### src/rtl/fwd_hazard_tracker.sv
// fwd_hazard_tracker: EX operand bypass selects plus load-use / no-forward stall for the in-order pipe.
// Define FWD_PERF_CNT_EN to build the saturating stall and forward counters.
module fwd_hazard_tracker #(
  parameter int REG_AW = 4,
  parameter int NUM_SRC = 2,
  parameter int DEPTH = 2,
  localparam int SELW = $clog2(DEPTH + 1)
) (
  input  logic                      clk,
  input  logic                      rst_n,
  input  logic                      fw_en,
  input  logic                      adv,
  input  logic                      flush,
  input  logic                      id_valid,
  input  logic [NUM_SRC*REG_AW-1:0] id_src,
  input  logic [NUM_SRC-1:0]        id_src_vld,
  input  logic [REG_AW-1:0]         id_dest,
  input  logic                      id_wb_en,
  input  logic                      id_mem_rd,
  output logic [NUM_SRC*SELW-1:0]   sel,
  output logic                      hazard_stall,
  output logic [31:0]               stall_cnt,
  output logic [31:0]               fwd_cnt
);
  logic [DEPTH:0] vld_q, vld_d, wb_q, wb_d, mr_q, mr_d;
  logic [DEPTH:0][REG_AW-1:0] dest_q, dest_d;
  logic [NUM_SRC*REG_AW-1:0] src_q, src_d;
  logic [NUM_SRC-1:0] sv_q, sv_d;
  logic cap;
  // Scanning oldest to youngest lets the youngest matching producer overwrite older ones.
  always_comb begin
    sel = '0;
    for (int i = 0; i < NUM_SRC; i++)
      for (int k = DEPTH; k >= 1; k--)
        if (fw_en && vld_q[k] && wb_q[k] && sv_q[i] && dest_q[k] == src_q[i*REG_AW +: REG_AW])
          sel[i*SELW +: SELW] = SELW'(k);
  end
  // Stage DEPTH writes the register file on the falling edge, so it never stalls ID.
  always_comb begin
    hazard_stall = 1'b0;
    for (int i = 0; i < NUM_SRC; i++)
      for (int k = 0; k < DEPTH; k++)
        if (id_valid && id_src_vld[i] && vld_q[k] && wb_q[k] &&
            dest_q[k] == id_src[i*REG_AW +: REG_AW] && (fw_en ? (k == 0 && mr_q[0]) : 1'b1))
          hazard_stall = 1'b1;
  end
  assign cap    = id_valid & ~hazard_stall & ~flush;
  assign vld_d  = adv ? {vld_q[DEPTH-1:0], cap} : vld_q;
  assign wb_d   = adv ? {wb_q[DEPTH-1:0], cap & id_wb_en} : wb_q;
  assign mr_d   = adv ? {mr_q[DEPTH-1:0], cap & id_mem_rd} : mr_q;
  assign dest_d = adv ? {dest_q[DEPTH-1:0], id_dest} : dest_q;
  assign src_d  = adv ? id_src : src_q;
  assign sv_d   = adv ? (cap ? id_src_vld : '0) : sv_q;
  always_ff @(posedge clk or negedge rst_n) begin
    if (!rst_n) begin
      vld_q  <= '0;
      wb_q   <= '0;
      mr_q   <= '0;
      dest_q <= '0;
      src_q  <= '0;
      sv_q   <= '0;
    end else begin
      vld_q  <= vld_d;
      wb_q   <= wb_d;
      mr_q   <= mr_d;
      dest_q <= dest_d;
      src_q  <= src_d;
      sv_q   <= sv_d;
    end
  end
`ifdef FWD_PERF_CNT_EN
  logic [31:0] stall_q, stall_d, fwd_q, fwd_d;
  logic [32:0] fsum;
  always_comb begin
    fsum = {1'b0, fwd_q};
    for (int i = 0; i < NUM_SRC; i++)
      fsum = fsum + 33'(sel[i*SELW +: SELW] != '0);
    stall_d = (hazard_stall && adv && stall_q != '1) ? stall_q + 32'd1 : stall_q;
    fwd_d   = !(adv && vld_q[0]) ? fwd_q : fsum[32] ? '1 : fsum[31:0];
  end
  always_ff @(posedge clk or negedge rst_n) begin
    if (!rst_n) begin
      stall_q <= '0;
      fwd_q   <= '0;
    end else begin
      stall_q <= stall_d;
      fwd_q   <= fwd_d;
    end
  end
  assign stall_cnt = stall_q;
  assign fwd_cnt   = fwd_q;
`else
  assign stall_cnt = '0;
  assign fwd_cnt   = '0;
`endif
endmodule

### config.mk
export PLATFORM = sky130hd
export DESIGN_NAME = fwd_hazard_tracker
export DESIGN_NICKNAME = d
export VERILOG_FILES = /design/src/rtl/fwd_hazard_tracker.sv
export SDC_FILE = /design/constraint.sdc
export NUM_CORES = 1
export LEC_CHECK = 0
export BUFFER_PORTS_ARGS = -buffer_cell sky130_fd_sc_hd__buf_2
export CORE_MARGIN = 10
export CORE_UTILIZATION = 35
export CTS_BUF_LIST = sky130_fd_sc_hd__clkbuf_16
export DETAILED_ROUTE_END_ITERATION = 12
export GPL_TIMING_DRIVEN = 0
export SYNTH_ARGS = -nofsm -noshare
export SYNTH_HDL_FRONTEND = slang
export SYNTH_SLANG_ARGS = --single-unit
export TNS_END_PERCENT = 20
### constraint.sdc
create_clock -name clk -period 4.3 [get_ports clk]
set_clock_uncertainty 0.05 [all_clocks]
set_input_delay 0.86 -clock clk [delete_from_list [all_inputs] [get_ports clk]]
set_output_delay 0.86 -clock clk [all_outputs]
set_load 0.01 [all_outputs]
==> flow_summary.ini <==
[outcome]
status = finished clean

[sta]
worst_slew_pin_slew_ns = 0.644
fin_crit_ns = 3.22
max_freq_mhz = 311
slew_violations = 0
rsz0062_at_grt = false
relSlewSlack_pct = 57.1
setup_tns_ns = 0
hold_violations = 0
report.final.setup_viol = 0
final.period_utilization_pct = 74.9

[floorplan]
pin_count = 91
initial_utilization_pct = 36.5
design.die.area_um2 = 9250
rows = 27
fp.coreArea_um2 = 5570
die_x_um = 96.2
die_h_um = 96.2

[drt]
highest_layer = met4
drc = 0
ant_nets = 0
wl_per_cell_um = 12.7
dr.pass1.iters = 4
wl_met1_um = 1920
vias = 1382
route.met3.wl_um = 825
wl_um = 4620
vias_per_cell = 3.80
drt_iter0_drc = 48
wl_met2_um = 1840

[yosys]
yosysWarnings = 0
seq_area_frac_synth_pct = 35.7
avgSynthCellArea_um2 = 10.4
synth_top_area_cell = dfrtp_1
synth_seq_cells = 29
yosys-top-cells-area = dfrtp_1 36%, buf_4 24%, mux2_2 13%
synth_area_um2 = 2030
syn-instance-count = 196
synth_top_area_share_pct = 35.7
synth.distinct_cells = 23

[cells_and_area]
fin_util_pct = 47.0
nNetsFinal = 313
final_cell_mix = 64 x buf_4, 64 x conb_1, 29 x buf_2, 29 x dfrtp_1, 24 x mux2_2
n_antenna_cell = 0
drive_gt1_share_pct = 43.2
area_growth_pct = 29.0
multiInputGateArea_um2 = 1010
seqCellArea_um2 = 726
fill_cells = 529

[placement]
numPortBuffers = 25
globalplace.congestion = 0.851
detailed_place_hpwl_um = 3910

[worst_setup_path]
arrival_ns = 2.31
critPathMaxFanout = 6
required_ns = 3.39
critical_path_class = primary input to primary output
end_kind = primary output
slowest_delay_ns = 0.56
slowest_stage = or4_4
crit_top_cell = buf_2
crit_path_start_kind = primary input
worstPathCellList = buf_2, inv_2, o211ai_1, or4_4, o311ai_4, buf_2

[clocking]
clkLatencyLatePin_ns = 0.27
cts_buffers = 5
holdBufCountCts = 0
ctsHtreeMaxLevel = 2
cts.sinks = 29
cts_tree = done
clkTransAtPathRegs_ns = 0.05
cts_resized = 0
cts.path.max_buffers = 2
cts_setup_buffers = 0
cts_root_buf = clkbuf_16

[job]
max-cap-violations = 0

[worst_hold_path]
hold_path_class = register to register

[pwr]
power_density_nw_per_um2 = 328
ir_worst_vdd_uv = 246
power_leakage_nw = 1.38

[global_route]
gr-total-overflow = 0
grt_pass1_vias = 1352
grt_pass1_wl_um = 7020
grtUsageTotal_pct = 9.77
antenna_found_initial = 0
grt_max_degree = 30
==> kinds of logic (layout without fill, tap and decap cells) <==
kind of cell / Yosys count / after routing / share of synthesized area (%)
other: 1 / 64 / 0.185
muxes: 24 / 24 / 13.3
AOI/OAI and AO/OA: 8 / 8 / 3.57
and+or+nand+nor: 25 / 25 / 7.14
buffers and inverters: 77 / 110 / 26.3
DFF: 29 / 29 / 35.7
xor gates and xnor gates: 32 / 32 / 13.8
==> critical path, delay by kind of cell <==
kind,cells,cell delay [ns]
simple gates,1,0.56
compound gates,2,0.48
buf+inv,3,0.41
==> per-layer routing <==
layer,track usage (%),up-vias
met2,14.0,80
met1,12.1,577
met5,0,-
li1,-,720
met3,5.91,5
met4,2.58,0
==> power breakdown <==
group | total [mW] | leakage, nW | switching [mW] | internal [mW]
sequential | 0.332 | 0.354 | 0.0269 | 0.305
clock | 0.317 | 0.0687 | 0.110 | 0.208
combinational | 0.210 | 0.955 | 0.101 | 0.109
==> registers in the layout (all words and copies together) (netlist names) <==
register	flops
dest_q	12
src_q	8
vld_q	3
wb_q	3
sv_q	2
mr_q	1
==> synth_stat cells <==
cell type	number
buf_2	4
dfrtp_1	29
nor3_1	2
nand3_1	5
nand4_1	3
or4_1	2
o22ai_1	5
nand2_1	4
buf_4	64
o211ai_1	1
conb_1	1
mux2_2	24
clkbuf_1	3
nor2b_1	1
nor4_1	6
inv_2	1
a22oi_1	1
xnor2_1	12
or3_1	1
inv_1	5
xor2_1	20
o311ai_4	1
or4_4	1
==> path summary, 6_finish.rpt <==
kind,startpoint,to,slack (ns),depth (start not counted)
max,fw_en,hazard_stall,1.08,6
min in group asynchronous,rst_n,dest_q[0]$_DFFE_PN0P_,0.56,1
min reg2reg,vld_q[2]$_DFFE_PN0P_,vld_q[2]$_DFFE_PN0P_,0.46,1
max in group asynchronous,rst_n,dest_q[9]$_DFFE_PN0P_,3.22,1
min,vld_q[2]$_DFFE_PN0P_,vld_q[2]$_DFFE_PN0P_,0.46,1
max reg2reg,dest_q[1]$_DFFE_PN0P_,vld_q[0]$_DFFE_PN0P_,2.45,4
==> layout make-up <==
class | instances | share of cell area (%)
buffer | 71 | 19.5
clock buffer | 5 | 4.77
clock inverter | 3 | 0.477
inverter | 6 | 0.859
multi-input combinational | 153 | 38.5
sequential | 29 | 27.7
tap | 72 | 3.44
timing repair buffer | 25 | 4.77
==> per-stage QoR <==
| step | setup WS [ns] | cell area [um^2] | power (mW) | hold WS [ns] | instances |
|---|---|---|---|---|---|
| final | 1.08 | 2620 | 0.859 | 0.455 | 364 |
| after global placement | 1.10 | 2480 | 0.540 | 0.440 | 356 |
| after detailed placement | 1.07 | 2480 | 0.541 | 0.451 | 356 |
| after global routing | 1.02 | 2620 | 0.913 | 0.494 | 364 |
| after CTS | 1.07 | 2620 | 0.862 | 0.462 | 364 |
| after floorplan | 1.51 | 2270 | 0.498 | 0.431 | 259 |
Note: power is estimated with default switching activity, not from simulation.
